$ cat src/rtl/regfile_access_arbiter.sv
// Round-robin arbiter sharing a 4x16 register file between NREQ requesters, one op in flight.
// Latency: accept edge -> EXEC -> HOLD (write) / RESP (read, rsp_valid 2 cycles after accept).
// Backpressure: req_ready is offered only in IDLE; losers hold req_valid until granted.
module regfile_access_arbiter #(
    parameter int NREQ   = 2,
    parameter int DATA_W = 16,
    parameter int ADDR_W = 2
) (
    input  logic                     clk,
    input  logic                     reset,
    input  logic [NREQ-1:0]          req_valid,
    input  logic [NREQ-1:0]          req_write,
    input  logic [NREQ*ADDR_W-1:0]   req_addr1,
    input  logic [NREQ*ADDR_W-1:0]   req_addr2,
    input  logic [NREQ*DATA_W-1:0]   req_wdata,
    output logic [NREQ-1:0]          req_ready,
    output logic [NREQ-1:0]          rsp_valid,
    output logic [DATA_W-1:0]        rsp_rdata1,
    output logic [DATA_W-1:0]        rsp_rdata2,
    output logic [ADDR_W-1:0]        rf_reg1,
    output logic [ADDR_W-1:0]        rf_reg2,
    output logic                     rf_write,
    output logic [DATA_W-1:0]        rf_write_data,
    input  logic [DATA_W-1:0]        rf_data1,
    input  logic [DATA_W-1:0]        rf_data2
);

    localparam int ID_W = (NREQ > 1) ? $clog2(NREQ) : 1;

    localparam logic [1:0] S_IDLE = 2'd0;
    localparam logic [1:0] S_EXEC = 2'd1;
    localparam logic [1:0] S_HOLD = 2'd2;
    localparam logic [1:0] S_RESP = 2'd3;

    logic [1:0]        state_q,   state_d;
    logic [ID_W-1:0]   ptr_q,     ptr_d;
    logic [ID_W-1:0]   owner_q,   owner_d;
    logic              wr_q,      wr_d;
    logic [ADDR_W-1:0] reg1_q,    reg1_d;
    logic [ADDR_W-1:0] reg2_q,    reg2_d;
    logic [DATA_W-1:0] wdata_q,   wdata_d;
    logic              rfw_q,     rfw_d;
    logic [NREQ-1:0]   rsp_vld_q, rsp_vld_d;
    logic [DATA_W-1:0] rd1_q,     rd1_d;
    logic [DATA_W-1:0] rd2_q,     rd2_d;

    logic [NREQ-1:0]   grant;
    logic [ID_W-1:0]   grant_id;
    logic              grant_any;
    int                scan_idx;
    logic              sel_write;
    logic [ADDR_W-1:0] sel_a1;
    logic [ADDR_W-1:0] sel_a2;
    logic [DATA_W-1:0] sel_wd;

    // First valid requester at or after ptr, wrapping modulo NREQ.
    always_comb begin
        grant_id  = '0;
        grant_any = 1'b0;
        scan_idx  = 0;
        for (int k = 0; k < NREQ; k++) begin
            scan_idx = int'(ptr_q) + k;
            if (scan_idx >= NREQ) begin
                scan_idx = scan_idx - NREQ;
            end
            if (!grant_any && req_valid[ID_W'(scan_idx)]) begin
                grant_any = 1'b1;
                grant_id  = ID_W'(scan_idx);
            end
        end
        grant = '0;
        if (grant_any) begin
            grant[grant_id] = 1'b1;
        end
    end

    always_comb begin
        sel_write = req_write[grant_id];
        sel_a1    = ADDR_W'(req_addr1 >> (int'(grant_id) * ADDR_W));
        sel_a2    = ADDR_W'(req_addr2 >> (int'(grant_id) * ADDR_W));
        sel_wd    = DATA_W'(req_wdata >> (int'(grant_id) * DATA_W));
    end

    // Gated by reset so no grant is offered while reset is held.
    assign req_ready = (reset && (state_q == S_IDLE)) ? grant : '0;

    always_comb begin
        state_d   = state_q;
        ptr_d     = ptr_q;
        owner_d   = owner_q;
        wr_d      = wr_q;
        reg1_d    = reg1_q;
        reg2_d    = reg2_q;
        wdata_d   = wdata_q;
        rfw_d     = 1'b0;
        rsp_vld_d = '0;
        rd1_d     = rd1_q;
        rd2_d     = rd2_q;
        case (state_q)
            S_IDLE: begin
                if (grant_any) begin
                    state_d = S_EXEC;
                    owner_d = grant_id;
                    ptr_d   = (grant_id == ID_W'(NREQ - 1)) ? '0 : grant_id + 1'b1;
                    wr_d    = sel_write;
                    reg1_d  = sel_a1;
                    reg2_d  = sel_a2;
                    wdata_d = sel_wd;
                    rfw_d   = sel_write;
                end
            end
            S_EXEC: begin
                if (wr_q) begin
                    state_d = S_HOLD;
                end else begin
                    state_d            = S_RESP;
                    rd1_d              = rf_data1;
                    rd2_d              = rf_data2;
                    rsp_vld_d[owner_q] = 1'b1;
                end
            end
            S_HOLD:  state_d = S_IDLE;
            S_RESP:  state_d = S_IDLE;
            default: state_d = S_IDLE;
        endcase
    end

    always_ff @(posedge clk or negedge reset) begin
        if (!reset) begin
            state_q   <= S_IDLE;
            ptr_q     <= '0;
            owner_q   <= '0;
            wr_q      <= 1'b0;
            reg1_q    <= '0;
            reg2_q    <= '0;
            wdata_q   <= '0;
            rfw_q     <= 1'b0;
            rsp_vld_q <= '0;
            rd1_q     <= '0;
            rd2_q     <= '0;
        end else begin
            state_q   <= state_d;
            ptr_q     <= ptr_d;
            owner_q   <= owner_d;
            wr_q      <= wr_d;
            reg1_q    <= reg1_d;
            reg2_q    <= reg2_d;
            wdata_q   <= wdata_d;
            rfw_q     <= rfw_d;
            rsp_vld_q <= rsp_vld_d;
            rd1_q     <= rd1_d;
            rd2_q     <= rd2_d;
        end
    end

    assign rf_reg1       = reg1_q;
    assign rf_reg2       = reg2_q;
    assign rf_write_data = wdata_q;
    assign rf_write      = rfw_q;
    assign rsp_valid     = rsp_vld_q;
    assign rsp_rdata1    = rd1_q;
    assign rsp_rdata2    = rd2_q;

endmodule

$ cat config.mk
export PLATFORM = sky130hd
export DESIGN_NAME = regfile_access_arbiter
export DESIGN_NICKNAME = d
export VERILOG_FILES = /design/src/rtl/regfile_access_arbiter.sv
export SDC_FILE = /design/constraint.sdc
export NUM_CORES = 1
export LEC_CHECK = 0
export ABC_AREA = 1
export BUFFER_PORTS_ARGS = -buffer_cell sky130_fd_sc_hd__clkbuf_2
export CAP_MARGIN = 30
export CORE_UTILIZATION = 47
export CTS_BUF_LIST = sky130_fd_sc_hd__clkbuf_8
export DETAILED_ROUTE_END_ITERATION = 10
export PLACE_DENSITY = 0.81
export SLEW_MARGIN = 0
export SYNTH_ARGS = -nofsm -noshare
export SYNTH_HDL_FRONTEND = slang
export SYNTH_SLANG_ARGS = --single-unit
$ cat constraint.sdc
create_clock -name clk -period 1.56 [get_ports clk]
set_clock_uncertainty 0.2 [all_clocks]
set_input_delay 0.156 -clock clk [delete_from_list [all_inputs] [get_ports clk]]
set_output_delay 0.156 -clock clk [all_outputs]
set_load 0.01 [all_outputs]
==> impl_metrics.env <==
export IMPL_status="completed"
export IMPL_grt_pass1_vias=3240
export IMPL_yosysTopAreaCell="dfrtp_1"
export IMPL_max_cap_violations=0
export IMPL_ys_warn_count=0
export IMPL_rsz0062_at_grt="true"
export IMPL_num_rows=26
export IMPL_grtUsageTotal_pct=33.9
export IMPL_hp_class="in2reg"
export IMPL_p_leak_nw=2.52
export IMPL_via_per_inst=5.01
export IMPL_clock_latency_ns=0.33
export IMPL_utilization_pct=83.2
export IMPL_postLayoutCellArea_sq_mm=0.00433
export IMPL_core_area_sq_mm=0.00520
export IMPL_dpl_instance_area_sq_mm=0.00331
export IMPL_power_mw=7.67
export IMPL_die_h_um=76.3
export IMPL_synth_top_family_by_area="simple AND/OR/NAND/NOR gates"
export IMPL_finalNetCount=615
export IMPL_n_antenna_cell=0
export IMPL_grt_max_degree=61
export IMPL_start_util_pct=49.8
export IMPL_drt_iter0_drc=247
export IMPL_r2r_end="rsp_rdata1[9]"
export IMPL_root_buffer="clkbuf_8"
export IMPL_die_w_um=76.3
export IMPL_worstSetupStartpoint="ptr_q"
export IMPL_first_pass_iters=5
export IMPL_finalCritPeriodShare_pct=97.5
export IMPL_synth_fa_ha_area_share_pct=0
export IMPL_drive_gt1_share_pct=31.5
export IMPL_power_density_mw_per_mm2=1770
export IMPL_ios=135
export IMPL_finalWorstSetupSlack_ns=0.0385
export IMPL_maxSlewHeadroom_pct=50.9
export IMPL_r2r_slack_ns=0.09
export IMPL_vias=3066
export IMPL_synthMuxAreaShare_pct=0
export IMPL_syn_cell_area_sq_mm=0.00259
export IMPL_start_kind="register"
export IMPL_antenna_left=0
export IMPL_place_worst_setup_slack_ns=0.194
export IMPL_synth_compound_area_share_pct=0.193
export IMPL_synth_seq_cells=60
export IMPL_tns_ns=0
export IMPL_finalMaxSlewViolations=0
export IMPL_syn_nets=402
export IMPL_clockBufferDepth=2
export IMPL_min_path_cells=5
export IMPL_syn_to_final_growth_pct=67.2
export IMPL_hold_path_endpoint="rf_write_data[14]"
export IMPL_routed_wl_um=9090
export IMPL_timing_rr_start="state_q[0]"
export IMPL_cts_num_sinks=60
export IMPL_avgSynthCellArea_sq_um=8.00
export IMPL_netlist_instances=324
export IMPL_synthXorXnorAreaFrac_pct=0
export IMPL_hold_start="req_valid[0]"
export IMPL_dp_hpwl_um=4320
export IMPL_ys_flop_type="dfrtp_1"
export IMPL_regArea_sq_mm=0.00150
export IMPL_synth_top_area_share_pct=57.9
export IMPL_io_buffer_count=133
export IMPL_die_area_sq_mm=0.00581
export IMPL_ir_worst_vdd_uv=1040
export IMPL_gp_congestion=0.761
export IMPL_htree_levels=3
export IMPL_fmax_ghz=0.657
export IMPL_grt_pass1_wl_um=15300
export IMPL_fillers=287
export IMPL_crit_path_end_kind="output pin"
export IMPL_criticalPathCategory="reg2out"
export IMPL_numCtsBuffers=9
export IMPL_cts_clk_slew_worst_paths_ns=0.07
export IMPL_synth_edff_count=0
export IMPL_routedWlPerCell_um=14.9
export IMPL_setup_violations=0
export IMPL_multiInputGateArea_sq_um=968
export IMPL_required_ns=1.20
export IMPL_crit_fanout=5
export IMPL_antenna_found_initial=0
export IMPL_remaining_drc_errors=0
export IMPL_synthSimpleGateAreaFrac_pct=36.6
export IMPL_hold_viol_final=0
export IMPL_synthMostInstantiatedCell="nand2_1"
export IMPL_worstMarginPinSlew_ns=0.737
export IMPL_ff2ff_path_depth=5
export IMPL_fin_crit_ns=1.52
export IMPL_arrival_ns=1.17
export IMPL_ys_seq_area_share_pct=57.9
export IMPL_synth_cell_types=14
export IMPL_cts_tree="built"
export IMPL_synthArstFlopShare_pct=100
export IMPL_ys_top_cells_by_area="dfrtp_1 58%, nand2_1 30%, nand3_1 4.1%"
export IMPL_ys_top_cells_by_count="208 x nand2_1, 60 x dfrtp_1, 21 x nand3_1, 10 x buf_4, 7 x buf_2"
export IMPL_grt_overflow_total=0
[cell families (layout without fill, tap and decap cells)]
logic type,Yosys count,after routing
buffers and inverters,24,242
and+or+nand+nor,239,239
DFF,60,60
AOI/OAI and AO/OA,1,1
[power by group]
group	leakage [nW]	switching (mW)	internal, mW
clock	0.122	0.579	1.03
sequential	0.747	0.463	2.30
combinational	1.65	2.00	1.30
[flip-flops by register name, indices dropped and copies added, names as in the netlist]
signal,flops
rsp_rdata2,16
rf_write_data,16
owner_q,1
rf_write,1
state_q,2
rf_reg1,2
wr_q,1
rsp_rdata1,16
rf_reg2,2
ptr_q,1
rsp_valid,2
[worst max-delay path, stage by stage, from the launching register on]
cell	delay [ns]
dfrtp_2	0.42
nand2_2	0.10
nor3_2	0.17
buf_2	0.15
[cells in the final DEF (no fill, tap or decap), types with 3 or more instances in the layout]
cell type        n
dfrtp_1         59
dlygate4sd3_1   75
nand3_1         21
nand2_1        207
clkbuf_8        12
clkbuf_2       132
inv_1            6
nand2_2          3
buf_4           10
[worst max path at each step]
stage | cells after the start | end | slack, ns
floorplan | 4 | req_ready[0] | 0.15
global placement | 4 | rsp_rdata1[7] | 0.23
detailed placement | 4 | rsp_rdata2[4] | 0.19
CTS | 4 | req_ready[0] | 0.01
global route | 4 | req_ready[0] | -0.04
finish | 3 | req_ready[1] | 0.04
[through the flow]
stage | hold WS (ns) | std cells
2_1_floorplan | -0.340 | 324
3_5_place_dp | 0.156 | 519
5_1_grt | 0.0637 | 612
3_3_place_gp | 0.152 | 519
4_1_cts | 0.00569 | 612
6_report | 0.0246 | 612
[layout make-up]
class                      instances  area share (%)
sequential                        60            34.7
inverter                           7           0.607
timing repair buffer             219            34.9
clock buffer                      12            3.81
tap                               70            2.02
clock inverter                     4            1.62
multi-input combinational        240            22.4
[what timing repair did]
action,in CTS,in global routing
setup endpoints to repair,2,2
setup buffers,2,0
hold buffers,75,0
gates resized for setup,3,3
hold endpoints to repair,114,0
[per-layer routing]
| metal | global-route usage, % | wire length (um) | vias up |
|---|---|---|---|
| li1 | - | - | 1407 |
| met1 | 41.6 | 3510 | 1402 |
| met2 | 55.6 | 4300 | 232 |
| met3 | 8.98 | 1050 | 25 |
| met4 | 16.3 | 235 | 0 |
| met5 | 0 | 0 | - |
Note: power is estimated with default switching activity, not from simulation.
